File: src/rtl/wash_pkg.sv
// Shared types and constants for the wash-line controllers and the water-inlet arbiter.
package wash_pkg;

    typedef enum logic [1:0] {
        ARB_IDLE  = 2'd0,
        ARB_GRANT = 2'd1,
        ARB_GUARD = 2'd2
    } arb_state_t;

    localparam int HOLD_CNT_W   = 8;
    localparam int GUARD_CNT_W  = 4;
    localparam int MAX_HOLD_DEF = 7;
    localparam int GUARD_DEF    = 2;

endpackage

File: src/rtl/rr_pick.sv
// Combinational round-robin picker: first eligible index at or after rr_ptr, wrapping.
module rr_pick #(
    parameter int N_REQ = 4
) (
    input  logic [N_REQ-1:0]         eligible,
    input  logic [$clog2(N_REQ)-1:0] rr_ptr,
    output logic                     found,
    output logic [$clog2(N_REQ)-1:0] idx
);

    localparam int IW = $clog2(N_REQ);

    logic [IW-1:0]    off_idx [N_REQ];
    logic [N_REQ-1:0] hit;

    // off_idx[k] is the machine index k places after the pointer; rr_ptr < N_REQ keeps sum < 2*N_REQ.
    for (genvar gi = 0; gi < N_REQ; gi++) begin : g_off
        logic [IW:0] sum;
        assign sum          = {1'b0, rr_ptr} + (IW+1)'(gi);
        assign off_idx[gi]  = (sum >= (IW+1)'(N_REQ)) ? IW'(sum - (IW+1)'(N_REQ)) : sum[IW-1:0];
        assign hit[gi]      = eligible[off_idx[gi]];
    end

    always_comb begin
        found = 1'b0;
        idx   = '0;
        for (int k = N_REQ - 1; k >= 0; k--) begin
            if (hit[k]) begin
                found = 1'b1;
                idx   = off_idx[k];
            end
        end
    end

endmodule

File: src/rtl/wash_water_arbiter.sv
// Round-robin water-valve arbiter with maximum hold time, revoke lockout and settle guard gap.
module wash_water_arbiter
    import wash_pkg::*;
#(
    parameter int N_REQ    = 4,
    parameter int MAX_HOLD = MAX_HOLD_DEF,
    parameter int GUARD    = GUARD_DEF
) (
    input  logic                     clk,
    input  logic                     rst,
    input  logic [N_REQ-1:0]         req,
    input  logic                     pause_all,
    output logic [N_REQ-1:0]         grant,
    output logic                     grant_vld,
    output logic [$clog2(N_REQ)-1:0] grant_id,
    output logic                     expire,
    output logic [$clog2(N_REQ)-1:0] expire_id
);

    localparam int IW = $clog2(N_REQ);

    arb_state_t             state_reg,     state_next;
    logic [N_REQ-1:0]       grant_reg,     grant_next;
    logic [IW-1:0]          grant_id_reg,  grant_id_next;
    logic                   expire_reg,    expire_next;
    logic [IW-1:0]          expire_id_reg, expire_id_next;
    logic [IW-1:0]          rr_ptr_reg,    rr_ptr_next;
    logic [N_REQ-1:0]       lockout_reg,   lockout_next;
    logic [HOLD_CNT_W-1:0]  hold_cnt_reg,  hold_cnt_next;
    logic [GUARD_CNT_W-1:0] guard_cnt_reg, guard_cnt_next;

    logic [N_REQ-1:0] eligible;
    logic [N_REQ-1:0] lock_set;
    logic             pick_found;
    logic [IW-1:0]    pick_idx;
    logic [IW-1:0]    after_owner;
    logic             close_grant;

    assign eligible = req & ~lockout_reg;

    rr_pick #(.N_REQ(N_REQ)) u_pick (
        .eligible (eligible),
        .rr_ptr   (rr_ptr_reg),
        .found    (pick_found),
        .idx      (pick_idx)
    );

    assign after_owner = (grant_id_reg == IW'(N_REQ - 1)) ? '0 : grant_id_reg + 1'b1;

    // A machine stays locked out only while it keeps req high after being revoked.
    assign lockout_next = (lockout_reg & req) | lock_set;

    always_comb begin
        state_next     = state_reg;
        grant_next     = grant_reg;
        grant_id_next  = grant_id_reg;
        expire_next    = 1'b0;
        expire_id_next = expire_id_reg;
        rr_ptr_next    = rr_ptr_reg;
        hold_cnt_next  = hold_cnt_reg;
        guard_cnt_next = guard_cnt_reg;
        lock_set       = '0;
        close_grant    = 1'b0;

        case (state_reg)
            ARB_IDLE: begin
                if (pick_found) begin
                    grant_next    = {{(N_REQ-1){1'b0}}, 1'b1} << pick_idx;
                    grant_id_next = pick_idx;
                    hold_cnt_next = '0;
                    state_next    = ARB_GRANT;
                end
            end

            ARB_GRANT: begin
                // Release is checked first so a same-cycle drop never counts as a revoke.
                if (!req[grant_id_reg]) begin
                    close_grant = 1'b1;
                end else if (!pause_all && hold_cnt_reg == HOLD_CNT_W'(MAX_HOLD - 1)) begin
                    close_grant            = 1'b1;
                    expire_next            = 1'b1;
                    expire_id_next         = grant_id_reg;
                    lock_set[grant_id_reg] = 1'b1;
                end else if (!pause_all) begin
                    hold_cnt_next = hold_cnt_reg + 1'b1;
                end

                if (close_grant) begin
                    grant_next     = '0;
                    grant_id_next  = '0;
                    rr_ptr_next    = after_owner;
                    hold_cnt_next  = '0;
                    guard_cnt_next = '0;
                    state_next     = ARB_GUARD;
                end
            end

            ARB_GUARD: begin
                if (!pause_all) begin
                    if (guard_cnt_reg == GUARD_CNT_W'(GUARD - 1)) begin
                        guard_cnt_next = '0;
                        if (pick_found) begin
                            grant_next    = {{(N_REQ-1){1'b0}}, 1'b1} << pick_idx;
                            grant_id_next = pick_idx;
                            hold_cnt_next = '0;
                            state_next    = ARB_GRANT;
                        end else begin
                            state_next = ARB_IDLE;
                        end
                    end else begin
                        guard_cnt_next = guard_cnt_reg + 1'b1;
                    end
                end
            end

            default: begin
                grant_next    = '0;
                grant_id_next = '0;
                state_next    = ARB_IDLE;
            end
        endcase
    end

    always_ff @(posedge clk or posedge rst) begin
        if (rst) begin
            state_reg     <= ARB_IDLE;
            grant_reg     <= '0;
            grant_id_reg  <= '0;
            expire_reg    <= 1'b0;
            expire_id_reg <= '0;
            rr_ptr_reg    <= '0;
            lockout_reg   <= '0;
            hold_cnt_reg  <= '0;
            guard_cnt_reg <= '0;
        end else begin
            state_reg     <= state_next;
            grant_reg     <= grant_next;
            grant_id_reg  <= grant_id_next;
            expire_reg    <= expire_next;
            expire_id_reg <= expire_id_next;
            rr_ptr_reg    <= rr_ptr_next;
            lockout_reg   <= lockout_next;
            hold_cnt_reg  <= hold_cnt_next;
            guard_cnt_reg <= guard_cnt_next;
        end
    end

    assign grant     = grant_reg;
    assign grant_vld = |grant_reg;
    assign grant_id  = grant_id_reg;
    assign expire    = expire_reg;
    assign expire_id = expire_id_reg;

endmodule

File: config.mk
export PLATFORM = sky130hd
export DESIGN_NAME = wash_water_arbiter
export DESIGN_NICKNAME = d
export VERILOG_FILES = /design/src/rtl/wash_pkg.sv /design/src/rtl/rr_pick.sv /design/src/rtl/wash_water_arbiter.sv
export SDC_FILE = /design/constraint.sdc
export NUM_CORES = 1
export LEC_CHECK = 0
export ABC_AREA = 1
export CAP_MARGIN = 15
export CORE_MARGIN = 3
export CORE_UTILIZATION = 57
export DETAILED_ROUTE_END_ITERATION = 10
export PLACE_DENSITY = 0.75
export SKIP_LAST_GASP = 1
export SLEW_MARGIN = 5
export SYNTH_ARGS = -nofsm -noshare
export SYNTH_HDL_FRONTEND = slang
export SYNTH_HIERARCHICAL = 1
export SYNTH_SLANG_ARGS = --single-unit
File: constraint.sdc
create_clock -name clk -period 2.3 [get_ports clk]
set_input_delay 0.46 -clock clk [delete_from_list [all_inputs] [get_ports clk]]
set_output_delay 0.46 -clock clk [all_outputs]
set_load 0.01 [all_outputs]
==> impl_results.md <==
- YS warnings: 6
- Top post-synthesis cells by count: 94 x nand2_1, 32 x inv_1, 29 x dfrtp_1, 27 x nand3_1, 22 x nor2_1
- Tot GR Track Use: 0.223
- Clock root cell: clkbuf_4
- Routed Antenna Nets: 0
- Slew HR: 0.736
- Final wirelength: 3780 um
- Max Clock Skew: 0.0125 ns
- Most numerous cell in the Yosys netlist: nand2_1
- Total grt overflow: 0
- Wire length per cell: 11.1 um
- Clk Latency, worst-skew pair: 0.35 ns
- H-tree depth: 2
- Largest net degree at the start of global routing: 30
- Post-synthesis register bit count: 29
- Via density per instance: 5.04
- EDFF count, synth: 0
- Hold crit path type: input pin to asynchronous set/reset pin
- Worst R2R Start: rr_ptr_reg[0]
- Number of hold buffers added after cts: 0
- DP Wirelength: 2690 um
- TritonCTS clock tree: done
- P_int: 1.20 mW
- Crit start category: flop
- Syn Inst Count: 268
- Vias in the first global route: 1691
- Resize count post-CTS: 0
- # IOs: 17
- Mapped Area: 1910 um2
- Crit path launch: grant[1]
- Residual DRC: 0
- Largest register FFs: 8
- Critical Path RT: 1.84 ns
- Worst R2R Path Depth: 12
- DRT iter0 DRCs: 143
- Reg2reg setup slack: 0.34 ns
- Clock slew at reported path FFs: 0.10 ns
- Vias: 1715
- Maximum fanout along the worst path: 3
- Design Power: 2.27 mW
- Worst Tran Pin Value: 0.396 ns
- Ys flop type: dfrtp_1
- Clock sinks: 29
- Fmax: 0.457 GHz
- Die Footprint: 4070 um2
- Postcts setup bufs: 0
- Min Tclk post-route: 2.19 ns
- Row Count: 20
- Slew Viols, Final: 0
- Synth unique cells: 25
- Seq pwr share: 0.326
- Area share of the largest cell type after synthesis: 0.381
- Share of cells above drive strength 1: 0.125
- Dpl cells: 332
- Crit path capture type: output pin
- Die X: 63.8 um
- Largest cells by area after synthesis: dfrtp_1 38%, nand2_1 19%, nand3_1 7.1%, inv_1 6.3%, ha_1 5.3%
- Switching share of power: 0.470
- Clock Tree Buf Depth: 2
- Antenna diodes: 0
- Fin nets: 310
- Syn nets: 283
- Drt pass-1 iters: 4
- NetSw: 1.06 mW
- CP arrival: 1.73 ns
- Final setup vio count: 0
- Hold Fails Final Rpt: 0
- Port buffer count: 16
- RSZ-0062 raised after global routing: no
- Post-synthesis async set-or-reset flop share: 1.00
- Critical path type: flop to output pin
- Post-route insts no fill: 340
- Status: finished, final reports clean
- R2R Path End: hold_cnt_reg[2]
- Syn_area_per_cell: 7.11 um2
- Max Cap Violations: 0
- Core area: 3130 um2
- Peak VDD IR: 0.000471 V
- Power per cell area: 1030 nW/um2
- Crit share post-route: 0.951
- Routability cong.: 0.830
- Die H: 63.8 um
- Clk pwr share: 0.135
- Area growth syn-to-layout: 15.4%
- First-pass GRT wire length: 7140 um
- Initial antenna violation count: 0
- Starting Density: 0.609
- Utilization after layout: 0.703
- Comb pwr share: 0.539
- Leakage power: 1.14 nW
- Largest area contributor in the netlist: dfrtp_1
- Inserted Clock Buffers: 5
- Register area share after synthesis: 0.381
==> worst max path at each step <==
| stage | to | slack (ns) | cells after the start |
|---|---|---|---|
| 2_1_floorplan | hold_cnt_reg[2] | 0.61 | 15 |
| 6_report | grant_vld | 0.11 | 2 |
| 4_1_cts | grant_vld | 0.09 | 2 |
| 5_1_grt | grant_vld | 0.04 | 2 |
| 3_5_place_dp | hold_cnt_reg[2] | -0.01 | 15 |
| 3_3_place_gp | hold_cnt_reg[4] | 0.03 | 15 |
==> logic make-up after synthesis <==
logic type | share of synthesized area
simple gates | 0.364
buf+inv | 0.0972
flops | 0.381
compound gates | 0.0867
fa+ha+maj | 0.0525
xor+xnor | 0.0184
==> power by group through the flow <==
stage	Sequential (mW)	Clock, mW	Combinational, mW
2_1_floorplan	0.714	0	0.954
3_3_place_gp	0.745	0	1.20
3_5_place_dp	0.743	0	1.21
4_1_cts	0.735	0.313	1.22
5_1_grt	0.759	0.341	1.39
6_report	0.739	0.305	1.22
==> layer usage <==
| metal | part of all wire | vias up | GRT usage |
|---|---|---|---|
| li1 | - | 892 | - |
| met1 | 0.49 | 777 | 0.286 |
| met2 | 0.45 | 37 | 0.351 |
| met3 | 0.048 | 9 | 0.0439 |
| met4 | 0.017 | 0 | 0.121 |
| met5 | 0 | - | 0 |
==> cell usage in the layout, fill, tap and decap left out, types with 2 or more instances in the layout <==
cell type,n
ha_1,8
nor2_4,2
nand3b_1,4
o21ai_1,7
buf_4,7
nand3_1,27
nand2_2,4
dfrtp_1,29
inv_2,4
xor2_1,4
nor2_1,22
o21ai_2,8
o21ai_0,8
clkbuf_4,5
inv_1,32
nand2_1,94
clkinv_2,3
clkdlybuf4s50_1,16
nand4_1,2
==> worst max-delay path, stage by stage (launching register included) <==
cell	delay [ns]
dfrtp_1	0.39
or4_1	0.51
clkdlybuf4s50_1	0.49
==> cell type report <==
class                      count  area, um2
sequential                    29        726
fill                         285        928
clock inverter                 2       10.0
timing repair buffer          24        233
clock buffer                   6       41.3
inverter                      37        140
tap                           44       55.1
multi-input combinational    198        995
==> per-stage QoR <==
| stage | cell area [um2] | setup WS, ns | hold WS [ns] | TNS (ns) |
|---|---|---|---|---|
| after floorplan | 1910 | 0.611 | 0.444 | 0 |
| after global placement | 2150 | 0.0283 | 0.462 | 0 |
| after detailed placement | 2150 | -0.0135 | 0.472 | -0.0254 |
| after CTS | 2200 | 0.0905 | 0.496 | 0 |
| after global routing | 2200 | 0.0428 | 0.532 | 0 |
| final | 2200 | 0.114 | 0.480 | 0 |
Power figures use the tool's default switching activity.
